**config.mk**
```make
export PLATFORM = sky130hd
export DESIGN_NAME = filter_seq_ctrl_flat
export DESIGN_NICKNAME = d
export VERILOG_FILES = /design/src/rtl/filter_seq_ctrl_if.sv /design/src/rtl/filter_seq_ctrl.sv /design/src/flat_wrapper.sv
export SDC_FILE = /design/constraint.sdc
export NUM_CORES = 1
export LEC_CHECK = 0
export ABC_AREA = 1
export BUFFER_PORTS_ARGS = -buffer_cell sky130_fd_sc_hd__buf_2
export CORE_ASPECT_RATIO = 2
export CORE_UTILIZATION = 40
export CTS_BUF_LIST = sky130_fd_sc_hd__clkbuf_8
export DETAILED_ROUTE_END_ITERATION = 10
export GPL_ROUTABILITY_DRIVEN = 0
export PLACE_DENSITY = 0.61
export RECOVER_POWER = 100
export REMOVE_ABC_BUFFERS = 1
export SLEW_MARGIN = 20
export SYNTH_ARGS = -nofsm -noshare
export SYNTH_HDL_FRONTEND = slang
export SYNTH_SLANG_ARGS = --single-unit
```
**constraint.sdc**
```tcl
create_clock -name clk -period 2.7 [get_ports clk]
set_clock_uncertainty 0.15 [all_clocks]
set_input_delay 0.27 -clock clk [delete_from_list [all_inputs] [get_ports clk]]
set_output_delay 0.27 -clock clk [all_outputs]
set_load 0.005 [all_outputs]
```
**src/rtl/filter_seq_ctrl_if.sv**
```systemverilog
`default_nettype none
// ============================================================================
//  Module   : filter_seq_ctrl_if
//  Purpose  : Bundles the job command, sample-RAM port and filter-core stream
//             signals of filter_seq_ctrl.
//             master : the sequencer (drives RAM strobes and filter input)
//             slave  : the environment (command source, RAM, filter core)
//  Signals  : begin_filter/src/len/dest   job command
//             busy/done                   job status
//             mem_addr/mem_re/mem_we/mem_wdata/mem_rdata   single-port RAM
//             filt_in_valid/filt_in_data                   samples to core
//             filt_out_valid/filt_out_data                 results from core
//  Revision : 1.0  initial release
// ============================================================================
interface filter_seq_ctrl_if #(
    parameter int AW = 8,
    parameter int DW = 8
);
    logic          begin_filter;
    logic [AW-1:0] src;
    logic [AW-1:0] len;
    logic [AW-1:0] dest;
    logic          busy;
    logic          done;
    logic [AW-1:0] mem_addr;
    logic          mem_re;
    logic          mem_we;
    logic [DW-1:0] mem_wdata;
    logic [DW-1:0] mem_rdata;
    logic          filt_in_valid;
    logic [DW-1:0] filt_in_data;
    logic          filt_out_valid;
    logic [DW-1:0] filt_out_data;

    modport master (
        input  begin_filter, src, len, dest, mem_rdata, filt_out_valid, filt_out_data,
        output busy, done, mem_addr, mem_re, mem_we, mem_wdata, filt_in_valid, filt_in_data
    );

    modport slave (
        output begin_filter, src, len, dest, mem_rdata, filt_out_valid, filt_out_data,
        input  busy, done, mem_addr, mem_re, mem_we, mem_wdata, filt_in_valid, filt_in_data
    );
endinterface
`default_nettype wire

```
**src/rtl/filter_seq_ctrl.sv**
```systemverilog
`default_nettype none
// ============================================================================
//  Module   : filter_seq_ctrl
//  Purpose  : Sequences one memory-to-memory filter job: reads len samples
//             from src, streams them through the filter core and writes len
//             results to dest, sharing one RAM port between reads and writes.
//             Results are buffered in a FIFO_DEPTH-entry FIFO; reads are only
//             issued while credit remains, so the FIFO can never overflow.
//  Ports    : clk, rst (sync, active-high)
//             bus : filter_seq_ctrl_if.master (command, RAM, filter stream)
//  Options  : FILT_SEQ_CMD_QUEUE_EN - when defined, one begin_filter arriving
//             while busy is held and started directly after the current done.
//  Revision : 1.0  initial release
// ============================================================================
module filter_seq_ctrl #(
    parameter int AW         = 8,
    parameter int DW         = 8,
    parameter int FIFO_DEPTH = 4
) (
    input  logic                 clk,
    input  logic                 rst,
    filter_seq_ctrl_if.master    bus
);
    localparam int            PW      = $clog2(FIFO_DEPTH);
    localparam int            CW      = PW + 1;
    localparam logic [CW-1:0] c_DEPTH = CW'(FIFO_DEPTH);

    typedef enum logic [1:0] {
        IDLE = 2'd0,
        RUN  = 2'd1,
        FIN  = 2'd2
    } state_t;

    state_t        r_state, w_state_nxt;
    logic [AW-1:0] r_src, r_len, r_dest;
    logic [AW-1:0] r_rd_cnt, r_wr_cnt;
    logic [CW-1:0] r_infl;          // reads issued, result not yet returned
    logic [CW-1:0] r_cnt;           // FIFO occupancy
    logic [PW-1:0] r_wptr, r_rptr;
    logic [DW-1:0] r_fifo [FIFO_DEPTH];
    logic          r_re_d;

    logic          w_launch;
    logic [AW-1:0] w_l_src, w_l_len, w_l_dest;
    logic          w_run, w_re, w_we, w_push;
    logic [CW-1:0] w_occ;

`ifdef FILT_SEQ_CMD_QUEUE_EN
    logic          r_pend_vld;
    logic [AW-1:0] r_pend_src, r_pend_len, r_pend_dest;
    logic          w_capture;
`endif

    // ---------------- next state / job launch ----------------
    always_comb begin
        w_launch    = 1'b0;
        w_l_src     = bus.src;
        w_l_len     = bus.len;
        w_l_dest    = bus.dest;
        w_state_nxt = r_state;
        case (r_state)
            IDLE: if (bus.begin_filter) w_launch = 1'b1;
            RUN:  if (r_wr_cnt == r_len) w_state_nxt = FIN;
            FIN: begin
                w_state_nxt = IDLE;
`ifdef FILT_SEQ_CMD_QUEUE_EN
                // A held command runs next; a command arriving in the done
                // cycle with nothing held is launched directly.
                if (r_pend_vld) begin
                    w_launch = 1'b1;
                    w_l_src  = r_pend_src;
                    w_l_len  = r_pend_len;
                    w_l_dest = r_pend_dest;
                end else if (bus.begin_filter) begin
                    w_launch = 1'b1;
                end
`endif
            end
            default: w_state_nxt = IDLE;
        endcase
        if (w_launch) w_state_nxt = (w_l_len != '0) ? RUN : FIN;
    end

`ifdef FILT_SEQ_CMD_QUEUE_EN
    // In FIN the held command is being consumed, so its slot is free again.
    assign w_capture = bus.begin_filter &&
                       (((r_state == RUN) && !r_pend_vld) || ((r_state == FIN) && r_pend_vld));

    always_ff @(posedge clk) begin
        if (rst) begin
            r_pend_vld  <= 1'b0;
            r_pend_src  <= '0;
            r_pend_len  <= '0;
            r_pend_dest <= '0;
        end else if (w_capture) begin
            r_pend_vld  <= 1'b1;
            r_pend_src  <= bus.src;
            r_pend_len  <= bus.len;
            r_pend_dest <= bus.dest;
        end else if (r_state == FIN) begin
            r_pend_vld  <= 1'b0;
        end
    end
`endif

    // ---------------- RAM port arbitration ----------------
    assign w_occ  = r_cnt + r_infl;
    assign w_run  = (r_state == RUN);
    assign w_we   = w_run && (r_cnt != '0);                    // draining results wins
    assign w_re   = w_run && (r_cnt == '0) && (r_rd_cnt != r_len) && (w_occ < c_DEPTH);
    assign w_push = bus.filt_out_valid && (r_state != IDLE);

    assign bus.busy          = (r_state != IDLE);
    assign bus.done          = (r_state == FIN);
    assign bus.mem_re        = w_re;
    assign bus.mem_we        = w_we;
    assign bus.mem_addr      = w_we ? (r_dest + r_wr_cnt) : (w_re ? (r_src + r_rd_cnt) : '0);
    assign bus.mem_wdata     = w_we ? r_fifo[r_rptr] : '0;
    assign bus.filt_in_valid = r_re_d;
    assign bus.filt_in_data  = bus.mem_rdata;

    // ---------------- sequential state ----------------
    always_ff @(posedge clk) begin
        if (rst) begin
            r_state  <= IDLE;
            r_src    <= '0;
            r_len    <= '0;
            r_dest   <= '0;
            r_rd_cnt <= '0;
            r_wr_cnt <= '0;
            r_infl   <= '0;
            r_cnt    <= '0;
            r_wptr   <= '0;
            r_rptr   <= '0;
            r_re_d   <= 1'b0;
        end else begin
            r_state <= w_state_nxt;
            r_re_d  <= w_re;
            if (w_launch) begin
                r_src    <= w_l_src;
                r_len    <= w_l_len;
                r_dest   <= w_l_dest;
                r_rd_cnt <= '0;
                r_wr_cnt <= '0;
            end else begin
                if (w_re) r_rd_cnt <= r_rd_cnt + AW'(1);
                if (w_we) r_wr_cnt <= r_wr_cnt + AW'(1);
            end
            case ({w_re, w_push})
                2'b10:   r_infl <= r_infl + CW'(1);
                2'b01:   r_infl <= r_infl - CW'(1);
                default: r_infl <= r_infl;
            endcase
            case ({w_push, w_we})
                2'b10:   r_cnt <= r_cnt + CW'(1);
                2'b01:   r_cnt <= r_cnt - CW'(1);
                default: r_cnt <= r_cnt;
            endcase
            if (w_push) r_wptr <= r_wptr + PW'(1);
            if (w_we)   r_rptr <= r_rptr + PW'(1);
        end
    end

    // FIFO storage needs no reset; occupancy is tracked by r_cnt.
    always_ff @(posedge clk) begin
        if (w_push) r_fifo[r_wptr] <= bus.filt_out_data;
    end
endmodule
`default_nettype wire
```
**src/flat_wrapper.sv**
```systemverilog
// flat-port wrapper written by rule: the top's interface ports become plain ports
module filter_seq_ctrl_flat 
#(
    parameter int AW         = 8,
    parameter int DW         = 8,
    parameter int FIFO_DEPTH = 4
)
  (clk, rst, bus_begin_filter, bus_src, bus_len, bus_dest, bus_mem_rdata, bus_filt_out_valid, bus_filt_out_data, bus_busy, bus_done, bus_mem_addr, bus_mem_re, bus_mem_we, bus_mem_wdata, bus_filt_in_valid, bus_filt_in_data);
  filter_seq_ctrl_if #(.AW(AW), .DW(DW)) bus_i ();
  input  logic clk;
  input  logic rst;
  input wire logic [$bits(bus_i.begin_filter)-1:0] bus_begin_filter;
  input wire logic [$bits(bus_i.src)-1:0] bus_src;
  input wire logic [$bits(bus_i.len)-1:0] bus_len;
  input wire logic [$bits(bus_i.dest)-1:0] bus_dest;
  input wire logic [$bits(bus_i.mem_rdata)-1:0] bus_mem_rdata;
  input wire logic [$bits(bus_i.filt_out_valid)-1:0] bus_filt_out_valid;
  input wire logic [$bits(bus_i.filt_out_data)-1:0] bus_filt_out_data;
  output wire logic [$bits(bus_i.busy)-1:0] bus_busy;
  output wire logic [$bits(bus_i.done)-1:0] bus_done;
  output wire logic [$bits(bus_i.mem_addr)-1:0] bus_mem_addr;
  output wire logic [$bits(bus_i.mem_re)-1:0] bus_mem_re;
  output wire logic [$bits(bus_i.mem_we)-1:0] bus_mem_we;
  output wire logic [$bits(bus_i.mem_wdata)-1:0] bus_mem_wdata;
  output wire logic [$bits(bus_i.filt_in_valid)-1:0] bus_filt_in_valid;
  output wire logic [$bits(bus_i.filt_in_data)-1:0] bus_filt_in_data;
  assign bus_i.begin_filter = bus_begin_filter;
  assign bus_i.src = bus_src;
  assign bus_i.len = bus_len;
  assign bus_i.dest = bus_dest;
  assign bus_i.mem_rdata = bus_mem_rdata;
  assign bus_i.filt_out_valid = bus_filt_out_valid;
  assign bus_i.filt_out_data = bus_filt_out_data;
  assign bus_busy = bus_i.busy;
  assign bus_done = bus_i.done;
  assign bus_mem_addr = bus_i.mem_addr;
  assign bus_mem_re = bus_i.mem_re;
  assign bus_mem_we = bus_i.mem_we;
  assign bus_mem_wdata = bus_i.mem_wdata;
  assign bus_filt_in_valid = bus_i.filt_in_valid;
  assign bus_filt_in_data = bus_i.filt_in_data;
  filter_seq_ctrl #(.AW(AW), .DW(DW), .FIFO_DEPTH(FIFO_DEPTH)) u_core (.clk(clk), .rst(rst), .bus(bus_i));
endmodule
```
=== Word level (Yosys, flattened, before mapping) ===
Memories as Yosys holds them, arrays and structs flattened. A register that Yosys moved wholly into a read port is not among the register bits.
Index checks and enable logic that the tools add are counted.

* Memories: 1
* Input port bits: 44
* Register bits: 53
* Output and inout port bits: 29
* Logic and storage cells: 63
* Memory bits (writable): 32

{| class="wikitable"
|+ Memory list
! name !! depth !! width !! rd ports !! clocked after memory_dff !! wr ports !! RTL line !! RTL
|-
| u_core.r_fifo || 4 || 8 || 1 || 1 || 1 || filter_seq_ctrl.sv:40 || <nowiki>logic [DW-1:0] r_fifo [FIFO_DEPTH];</nowiki>
|}

* Add/subtract/negate cells: 11
* Order comparisons: 1
* Equal/unequal tests: 10
* Mux-type cells: 15
* Reduce and logical (&&, ||, !) cells: 14

{| class="wikitable"
|+ Operators by type and width
! operator !! count
|-
| $mux 8 || 3
|-
| $add 8x1->8 const B || 2
|-
| $add 8x8->8 || 2
|-
| $pmux 3 s2 || 2
|-
| $mux 2 || 5
|-
| $eq 8x8->1 || 1
|-
| $ne 8x8->1 || 1
|-
| $reduce_bool 8->1 || 1
|-
| $add 3x1->3 const B || 2
|-
| $eq 2x1->1 const B || 3
|-
| $eq 2x2->1 const B || 3
|-
| $reduce_bool 2->1 || 3
|-
| $sub 3x1->3 const B || 2
|-
| $logic_and 1x1->1 || 5
|-
| $add 2x1->2 const B || 2
|-
| $mux 1 || 4
|-
| $pmux 2 s2 || 1
|-
| $add 3x3->3 || 1
|-
| $logic_not 3->1 || 1
|-
| $lt 3x3->1 const B || 1
|-
| $ne 3x2->1 const B || 1
|-
| $reduce_bool 3->1 || 1
|-
| $logic_not 2->1 || 1
|-
| $ne 2x1->1 const B || 1
|-
| 2 further kinds || 2
|}

=== Depth between registers and ports, before layout ===
Gate-level depths: netlist (run 1).

* Depth in word-level cells: 6
* Gate-level depth with buffers: 16
* Mapped depth without buffers: 15

=== Least setup slack after synthesis (run 1) ===
No wires, ideal clock.

* Path type: reg2reg
* Start: reg u_core.r_cnt[1]
* End: reg u_core.r_infl[2]
* Data arrival time: 2.085 ns
* Path buffers: 1
* Required time: 2.428 ns
* Cell stages (with the launch flop): 15
* Library setup time: 0.122 ns
* Period minus slack after synthesis: 2.357 ns
* Slack: 0.343 ns
* Path through: dfxtp_1 > ha_1 > nand3_1 > nand3_1 > nand2_1 > nor2_4 > nand2_4 > buf_8 > ha_1 > inv_1 > fa_1 > a21oi_1 > o21ai_0 > o21ai_0 > a21oi_1

* Longest elaborated chain between the ends: 6
* Elaborated cells between the ends (all ways): 10
* Classes of those cells: add/sub (1); order compare (1); eq/ne (2); mux (1); reduce/logical (5)

{| class="wikitable"
|+ Ends and longest elaborated chain
! item !! RTL line !! RTL
|-
| start, declared || filter_seq_ctrl.sv:38 || <nowiki>logic [CW-1:0] r_cnt;</nowiki>
|-
| start signal, assigned || filter_seq_ctrl.sv:155 || <nowiki>2'b10: r_cnt <= r_cnt + CW'(1);</nowiki>
|-
| start signal, assigned || filter_seq_ctrl.sv:156 || <nowiki>2'b01: r_cnt <= r_cnt - CW'(1);</nowiki>
|-
| start signal, assigned || filter_seq_ctrl.sv:157 || <nowiki>default: r_cnt <= r_cnt;</nowiki>
|-
| parallel branches: the longest is 3 deep, another holds $add 3x3->3 || - ||
|-
| $logic_and 1x1->1 * || filter_seq_ctrl.sv:110 || <nowiki>assign w_re = w_run && (r_cnt == '0) && (r_rd_cnt != r_len) && (w_occ < c_DEPTH);</nowiki>
|-
| $eq 2x1->1 / $eq 2x2->1 (equally long branches) || filter_seq_ctrl.sv:149 || <nowiki>case ({w_re, w_push})</nowiki>
|-
| $pmux 3 s2 / $reduce_bool 2->1 (equally long branches) || - ||
|-
| end signal, assigned || filter_seq_ctrl.sv:150 || <nowiki>2'b10: r_infl <= r_infl + CW'(1);</nowiki>
|-
| end signal, assigned || filter_seq_ctrl.sv:151 || <nowiki>2'b01: r_infl <= r_infl - CW'(1);</nowiki>
|-
| end signal, assigned || filter_seq_ctrl.sv:152 || <nowiki>default: r_infl <= r_infl;</nowiki>
|-
| end, declared || filter_seq_ctrl.sv:37 || <nowiki>logic [CW-1:0] r_infl;</nowiki>
|}

Every way passes the cells marked *.
A chain may end at the register's enable or synchronous reset.

=== Worst setup path after layout (run 1) ===
* Start: reg u_core.r_cnt[1]
* End: out bus_mem_addr[1]

* Longest elaborated chain between the ends: 6
* Elaborated cells between the ends (all ways): 10
* Classes of those cells: add/sub (1); order compare (1); mux (2); reduce/logical (6)

{| class="wikitable"
|+ Ends and longest elaborated chain
! item !! RTL line !! RTL
|-
| parallel branches: the longest is 5 deep, another holds $add 3x3->3 || - ||
|-
| $mux 8 * || filter_seq_ctrl.sv:117 || <nowiki>assign bus.mem_addr = w_we ? (r_dest + r_wr_cnt) : (w_re ? (r_src + r_rd_cnt) : '0);</nowiki>
|-
| end, declared || flat_wrapper.sv:21 || <nowiki>output wire logic [$bits(bus_i.mem_addr)-1:0] bus_mem_addr;</nowiki>
|}

Marked as above.

==> results of run 1 <==
critical path, stage by stage, from the launching register on:
cell and delay (ns):
sky130_fd_sc_hd__dfxtp_1 0.33, sky130_fd_sc_hd__ha_1 0.27, sky130_fd_sc_hd__nand3_1 0.09, sky130_fd_sc_hd__nand3_1 0.10, sky130_fd_sc_hd__nand2_1 0.09, sky130_fd_sc_hd__nor2_4 0.15
sky130_fd_sc_hd__nand2_4 0.06, sky130_fd_sc_hd__buf_4 0.20, sky130_fd_sc_hd__inv_2 0.11, sky130_fd_sc_hd__nand2_1 0.05, sky130_fd_sc_hd__o21ai_0 0.12, sky130_fd_sc_hd__clkbuf_1 0.15
logic make-up (layout without fill, tap and decap cells):
family / count (synthesis) / count (layout) / share of synthesized area
compound gates: 121 / 121 / 0.134
xor+xnor: 22 / 22 / 0.0428
fa+ha+maj: 27 / 27 / 0.0787
buf+inv: 100 / 183 / 0.0934
flops: 87 / 87 / 0.441
simple gates: 232 / 232 / 0.209
worst max-delay path by stage:
stage | slack (ns) | endpoint | depth (start not counted)
detailed placement | 0.37 | u_core.r_infl[2] | 12
global route | 0.02 | bus_mem_addr[6] | 11
finish | 0.19 | bus_mem_addr[1] | 11
global placement | 0.40 | bus_mem_addr[1] | 12
CTS | 0.09 | bus_mem_addr[1] | 11
floorplan | 0.29 | u_core.r_cnt[2] | 11
cells in the final DEF, fill, tap and decap left out, drive strengths merged, types with 4 or more instances in the layout:
master / Yosys / layout
nand2: 97 / 97
nor2: 93 / 93
inv: 74 / 75
o21ai: 63 / 63
dfxtp: 55 / 55
a21oi: 52 / 52
buf: 20 / 43
clkbuf: 6 / 36
edfxtp: 32 / 32
nand3: 29 / 29
ha: 23 / 23
dlygate4sd3: 0 / 23
xor2: 11 / 11
xnor2: 11 / 11
nand4: 6 / 6
clkinv: 0 / 5
fa: 4 / 4
cells in the mapped netlist, types with 3 or more instances:
cell type / instances / area [µm²]
sky130_fd_sc_hd__a21oi_1: 49 / 245
sky130_fd_sc_hd__a21oi_2: 3 / 26.3
sky130_fd_sc_hd__buf_2: 10 / 50.1
sky130_fd_sc_hd__buf_4: 8 / 60.1
sky130_fd_sc_hd__clkbuf_1: 6 / 22.5
sky130_fd_sc_hd__dfxtp_1: 55 / 1100
sky130_fd_sc_hd__edfxtp_1: 32 / 961
sky130_fd_sc_hd__fa_1: 4 / 80.1
sky130_fd_sc_hd__ha_1: 23 / 288
sky130_fd_sc_hd__inv_1: 72 / 270
sky130_fd_sc_hd__nand2_1: 94 / 353
sky130_fd_sc_hd__nand3_1: 28 / 140
sky130_fd_sc_hd__nand4_1: 6 / 37.5
sky130_fd_sc_hd__nor2_1: 90 / 338
sky130_fd_sc_hd__nor3_1: 3 / 15.0
sky130_fd_sc_hd__o21ai_0: 60 / 300
sky130_fd_sc_hd__o21ai_1: 3 / 15.0
sky130_fd_sc_hd__xnor2_1: 10 / 87.6
sky130_fd_sc_hd__xor2_1: 11 / 96.3
layout make-up:
cell class / count / share of cell area
multi-input combinational: 402 / 0.397
sequential: 87 / 0.380
timing repair buffer: 93 / 0.105
inverter: 74 / 0.0511
tap: 142 / 0.0327
clock buffer: 9 / 0.0228
clock inverter: 7 / 0.0122
report_power, final:
group	switching [mW]	internal, mW	total, mW
registers	0.0740	1.44	1.52
logic	0.352	0.222	0.574
clock network	0.455	0.422	0.877
total	0.881	2.09	2.97
metal layers:
| metal | track usage | share of wire | routed length (µm) |
|---|---|---|---|
| met1 | 0.179 | 0.34 | 3930 |
| met2 | 0.395 | 0.58 | 6580 |
| met3 | 0.0270 | 0.032 | 367 |
| met4 | 0.136 | 0.049 | 562 |
| met5 | 0 | 0 | 0 |
repair_timing:
item | in CTS | in global routing
pin swaps | 1 | 0
cloned | 0 | 0
hold endpoints to repair | 47 | 0
gates resized for setup | 0 | 2
setup buffers | 1 | 0
hold buffers | 23 | 0
endpoints found under the setup margin | 1 | 2
registers in the layout (all words and copies together), names as in the netlist, 3 cells and up, named ones only:
| name | count |
|---|---|
| u_core.r_fifo | 32 |
| u_core.r_dest | 8 |
| u_core.r_len | 8 |
| u_core.r_rd_cnt | 8 |
| u_core.r_src | 8 |
| u_core.r_wr_cnt | 8 |
| u_core.r_cnt | 3 |
| u_core.r_infl | 3 |
through the flow:
step / power [mW] / utilization / cells
CTS: 3.01 / 0.484 / 814
detailed placement: 2.10 / 0.447 / 774
global placement: 2.08 / 0.447 / 774
floorplan: 1.88 / - / 563
global route: 3.13 / 0.479 / 814
finish: 2.97 / 0.479 / 814
==> impl_results.rst, run 1 <==
.. list-table::
   :header-rows: 1

   * - Metric
     - Value
   * - Result of the run
     - finished, final reports clean
   * - Place WS
     - 0.373 ns
   * - Register area share after synthesis
     - 0.441
   * - Post-route standard cell area excluding fillers
     - 5440 µm²
   * - Half-perimeter wire length after placement
     - 8840 µm
   * - Start point of the critical path
     - u_core.r_cnt[1]
   * - Crit Reg-Reg Startpoint
     - u_core.r_rd_cnt[4]
   * - Post-synthesis sequential element count
     - 87
   * - TritonCTS clock tree
     - yes
   * - Endpoint of the lowest-slack register-to-register path
     - u_core.r_infl[2]
   * - Highest net fanout along the worst path
     - 16
   * - Startpoint type of the worst setup path
     - register
   * - Ratio of total power to cell area
     - 546 nW/µm²
   * - Maximum number of pins on one net before global-route repair
     - 35
   * - # port buffers
     - 56
   * - Proportion of synthesized flip-flops having asynchronous set or reset
     - 0
   * - Setup tns final
     - 0 ns
   * - Clock transition time at the flip-flop clock pins of the worst setup and hold paths
     - 0.08 ns
   * - Synthesized area
     - 4670 µm²
   * - Average wire length per cell after detail routing
     - 14.0 µm
   * - Final-stage net count
     - 738
   * - Syn Area/Cell
     - 7.93 µm²
   * - Footprint of the multi-input gates
     - 2160 µm²
   * - Placeable core region
     - 11400 µm²
   * - Max-cap violations
     - 0
   * - CP Data Arrival Time
     - 2.09 ns
   * - Root Buffer Master
     - sky130_fd_sc_hd__clkbuf_8
   * - Hold Path Stages
     - 3
   * - Length in cells of the worst reg-to-reg path
     - 12
   * - Proportion of layout cells with a drive suffix above 1
     - 0.107
   * - Period utilization
     - 0.930
   * - Number of flops mapped to enable cells by yosys
     - 32
   * - Critical path data required time
     - 2.28 ns
   * - Number of antenna violations at the first check in global routing
     - 0
   * - Area used by sequential logic in the layout
     - 2060 µm²
   * - Lkg Pwr
     - 2.36 nW
   * - Total wirelength of the detailed-routed design
     - 11400 µm
   * - Total congestion overflow
     - 0
   * - Number of detailed-routing iterations run before antenna repair
     - 4
   * - Die span in x
     - 78.4 µm
   * - Remaining max-slew budget at the tightest pin
     - 0.523
   * - Post-route worst hold slack
     - 0.0156 ns
   * - Max clock buf depth
     - 2
   * - Filler Cell Count
     - 1143
   * - Type of the setup path with the least slack
     - register to output pin
   * - Clock latency of the later-clocked register in the worst-skew pair
     - 0.36 ns
   * - Placed standard-cell area
     - 5070 µm²
   * - Total die area
     - 12100 µm²
   * - Maximum level of the CTS H-tree
     - 3
   * - Number of CTS-inserted buffers
     - 9
   * - Area delta synth->final
     - 16.3%
   * - Post-synth cell types
     - 37
   * - Final worst path period need
     - 2.51 ns
   * - Vias in the first global route
     - 3957
   * - I/O pin cnt
     - 73
   * - Critical Path Sink Type
     - output pin
   * - Register-to-Register Setup Slack
     - 0.31 ns
   * - Antenna diodes
     - 0
   * - First-pass GRT wire length
     - 18400 µm
   * - Height of the chip
     - 155 µm
   * - Clock tree sinks
     - 87
   * - Path type of the worst min-delay path
     - primary input to register
   * - Setup-failing EPs final
     - 0
   * - Std-Cell Rows
     - 55
   * - Number of cells produced by synthesis
     - 589
   * - Unrepaired setup endpoints after global routing
     - false
   * - Iter 0 DRT Violations
     - 126
   * - Drc violations
     - 0
   * - Max-slew violation count
     - 0
   * - Peak supply drop
     - 234 µV
   * - Via density per instance
     - 4.99
   * - WHS Endpoint
     - u_core.r_dest[4]
   * - GRT Overall Usage
     - 0.200
   * - Final worst-path setup slack
     - 0.188 ns
   * - Syn. warnings
     - 0
   * - Effective utilization at floorplan
     - 0.412
   * - Ys flop type
     - sky130_fd_sc_hd__dfxtp_1
   * - Antenna-violating nets left
     - 0
   * - Via Count
     - 4063
   * - Least-Margin Pin Slew
     - 0.714 ns
   * - Hold Fails Final Rpt
     - 0
   * - Hold_sp
     - bus_dest[4]
   * - Max Freq
     - 398 MHz
Power figures use the tool's default switching activity.
==> run 2: changes to the inputs <==
--- a/config.mk
+++ b/config.mk
@@ -6,7 +6,7 @@
 export NUM_CORES = 1
 export LEC_CHECK = 0
 export ABC_AREA = 1
-export BUFFER_PORTS_ARGS = -buffer_cell sky130_fd_sc_hd__buf_2
+export BUFFER_PORTS_ARGS = -buffer_cell sky130_fd_sc_hd__clkbuf_2
 export CORE_ASPECT_RATIO = 2
 export CORE_UTILIZATION = 40
 export CTS_BUF_LIST = sky130_fd_sc_hd__clkbuf_8
==> impl_results.rst, run 2 (synthesis gave the netlist of run 1 again) <==
.. list-table::
   :header-rows: 1

   * - Metric
     - Value
   * - Average wire length per cell after detail routing
     - 14.1 µm (was 14.0 µm)
   * - Post-route standard cell area excluding fillers
     - 5440 µm² (about the same)
   * - Final-stage net count
     - 740 (was 738)
   * - Critical Path Sink Type
     - output pin (unchanged)
   * - Largest register FFs
     - 32 (unchanged)
   * - Inst Count DP
     - 775 (was 774)
   * - Remaining max-slew budget at the tightest pin
     - 0.531 (was 0.523)
   * - Final Instance Count excl. Fillers
     - 816 (was 814)
   * - Number of detailed-routing iterations run before antenna repair
     - 4 (unchanged)
   * - Result of the run
     - finished, final reports clean (unchanged)
   * - Clock transition time at the flip-flop clock pins of the worst setup and hold paths
     - 0.09 ns (was 0.08 ns)
   * - Least-Margin Pin Slew
     - 0.703 ns (was 0.714 ns)
   * - Critical path data required time
     - 2.28 ns (about the same)
   * - Max clock buf depth
     - 2 (unchanged)
   * - Total die area
     - 12100 µm² (unchanged)
   * - Cell repeated most along the worst path
     - sky130_fd_sc_hd__nand2_1
   * - Ratio of total power to cell area
     - 528 nW/µm² (was 546 nW/µm²)
   * - Maximum level of the CTS H-tree
     - 3 (unchanged)
   * - Path type of the worst min-delay path
     - primary input to register (unchanged)
   * - Placed standard-cell area
     - 5080 µm² (was 5070 µm²)
   * - Root Buffer Master
     - sky130_fd_sc_hd__clkbuf_8 (unchanged)
   * - Power after layout
     - 2.87 mW (was 2.97 mW)
   * - Placeable core region
     - 11400 µm² (unchanged)
   * - Unrepaired setup endpoints after global routing
     - false (unchanged)
   * - # port buffers
     - 56 (unchanged)
   * - First-pass GRT wire length
     - 18500 µm (was 18400 µm)
   * - Proportion of layout cells with a drive suffix above 1
     - 0.117 (was 0.107)
   * - Chain of cells forming the critical path
     - ha_1 -> nand3_1 -> nand2_1 -> nand2_1 -> inv_1 -> nor2_4 -> nand2_4 -> buf_4 -> inv_2 -> nand2_1 -> o21ai_0 -> clkbuf_2 (was ha_1 -> nand3_1 -> nand3_1 -> nand2_1 -> nor2_4 -> nand2_4 -> buf_4 -> inv_2 -> nand2_1 -> o21ai_0 -> clkbuf_1)
   * - Total congestion overflow
     - 0 (unchanged)
   * - Setup tns final
     - 0 ns (unchanged)
   * - Largest stage delay on the critical path
     - 0.33 ns (about the same)
   * - CP Data Arrival Time
     - 2.12 ns (was 2.09 ns)
   * - Max-cap violations
     - 0 (unchanged)
   * - Total wirelength of the detailed-routed design
     - 11500 µm (was 11400 µm)
   * - Final worst path period need
     - 2.54 ns (was 2.51 ns)
   * - Via density per instance
     - 4.99 (about the same)
   * - Setup-failing EPs final
     - 0 (unchanged)
   * - Antenna diodes
     - 0 (unchanged)
   * - TritonCTS clock tree
     - yes (unchanged)
   * - Via Count
     - 4073 (was 4063)
   * - GRT Overall Usage
     - 0.198 (was 0.200)
   * - Clock latency of the later-clocked register in the worst-skew pair
     - 0.36 ns (about the same)
   * - Number of antenna violations at the first check in global routing
     - 0 (unchanged)
   * - Leading cell type in the layout, fill and taps excluded
     - sky130_fd_sc_hd__nand2_1 (unchanged)
   * - Number of CTS-inserted buffers
     - 9 (unchanged)
   * - Half-perimeter wire length after placement
     - 8790 µm (was 8840 µm)
   * - Peak supply drop
     - 231 µV (was 234 µV)
   * - Clock tree sinks
     - 87 (unchanged)
   * - Highest-delay cell along the critical path
     - sky130_fd_sc_hd__dfxtp_1 (unchanged)
   * - I/O pin cnt
     - 73 (unchanged)
   * - Period utilization
     - 0.942 (was 0.930)
   * - Most used cells in the layout excluding fill and tap cells
     - 94 x sky130_fd_sc_hd__nand2_1, 90 x sky130_fd_sc_hd__nor2_1, 74 x sky130_fd_sc_hd__inv_1 (was 94 x sky130_fd_sc_hd__nand2_1, 90 x sky130_fd_sc_hd__nor2_1, 73 x sky130_fd_sc_hd__inv_1)
   * - Antenna-violating nets left
     - 0 (unchanged)
   * - Type of the setup path with the least slack
     - register to output pin (unchanged)
   * - Max Freq
     - 393 MHz (was 398 MHz)
   * - Drc violations
     - 0 (unchanged)
   * - Maximum number of pins on one net before global-route repair
     - 35 (unchanged)
   * - Effective utilization at floorplan
     - 0.412 (unchanged)
   * - Lkg Pwr
     - 2.38 nW (was 2.36 nW)
   * - Die span in x
     - 78.4 µm (unchanged)
   * - Startpoint type of the worst setup path
     - register (unchanged)
   * - Std-Cell Rows
     - 55 (unchanged)
   * - Max-slew violation count
     - 0 (unchanged)
   * - Height of the chip
     - 155 µm (unchanged)
   * - Area delta synth->final
     - 16.5% (was 16.3%)
   * - Vias in the first global route
     - 4114 (was 3957)
   * - Largest register by flop count
     - u_core.r_fifo (unchanged)
   * - Iter 0 DRT Violations
     - 170 (was 126)
   * - Highest net fanout along the worst path
     - 16 (unchanged)
   * - Hold Fails Final Rpt
     - 0 (unchanged)
==> run 2: cell types whose count changed in the layout (fill, tap and decap cells not counted), sizes merged <==
cell         before  now
bufinv            1    0
dlygate4sd3      23   24
inv              75   76
clkinv            5    4
clkinvlp          0    1
buf              43   10
clkbuf           36   70
==> run 2: area by class of cell <==
class | count | area [µm²]
Clock buffer | 9 | 124
Sequential cell | 87 | 2060
Multi-Input combinational cell | 402 | 2160
Timing Repair Buffer | 95 | 597
Tap cell | 142 | 178
Fill cell | 1149 | 5910
Inverter | 74 | 278
Clock inverter | 7 | 42.5
==> run 2: critical path, delay by kind of cell, from the launching register on <==
kind / cells / cell delay [ns]
fa+ha+maj: 1 / 0.28
compound gates: 1 / 0.12
buf+inv: 4 / 0.54
simple gates: 6 / 0.47
flops: 1 / 0.33
==> run 2: metal layers <==
layer,track usage,wire [µm],part of all wire,vias up
li1,-,-,-,2066
met3,0.0282,347,0.030,36
met5,0,0,0,-
met1,0.170,3910,0.34,1860
met4,0.129,590,0.051,0
met2,0.404,6620,0.58,111
==> run 2: worst paths after layout <==
path | from | cells after the start | end | slack [ns]
max | u_core.r_cnt[1] | 12 | bus_mem_addr[1] | 0.16
min | rst | 2 | u_core.r_state[0] | 0.004
max reg2reg | u_core.r_rd_cnt[4] | 12 | u_core.r_infl[2] | 0.30
min reg2reg | u_core.r_rptr[1] | 2 | u_core.r_rptr[1] | 0.33
==> run 2: metrics by stage <==
step / utilization / setup WS, ns / hold WS, ns
6_report: 0.479 / 0.157 / 0.00407
5_1_grt: 0.479 / 0.0187 / 0.00128
3_5_place_dp: 0.447 / 0.332 / 0.316
4_1_cts: 0.483 / 0.000483 / 0.0000590
2_1_floorplan: - / 0.292 / 0.192
3_3_place_gp: 0.447 / 0.385 / 0.304
==> run 2: power by group <==
group	total (mW)	internal (mW)	leakage, nW	switching, mW
sequential	1.51	1.44	0.740	0.0730
combinational	0.578	0.223	1.55	0.355
clock	0.781	0.327	0.0916	0.454
==> run 2: timing repair <==
| item | CTS | global route |
|---|---|---|
| endpoints found under the setup margin | 1 | 4 |
| gates resized for setup | 0 | 2 |
| hold endpoints to repair | 48 | 0 |
| pin swaps | 1 | 1 |
| hold buffers | 24 | 0 |
| setup buffers | 0 | 1 |
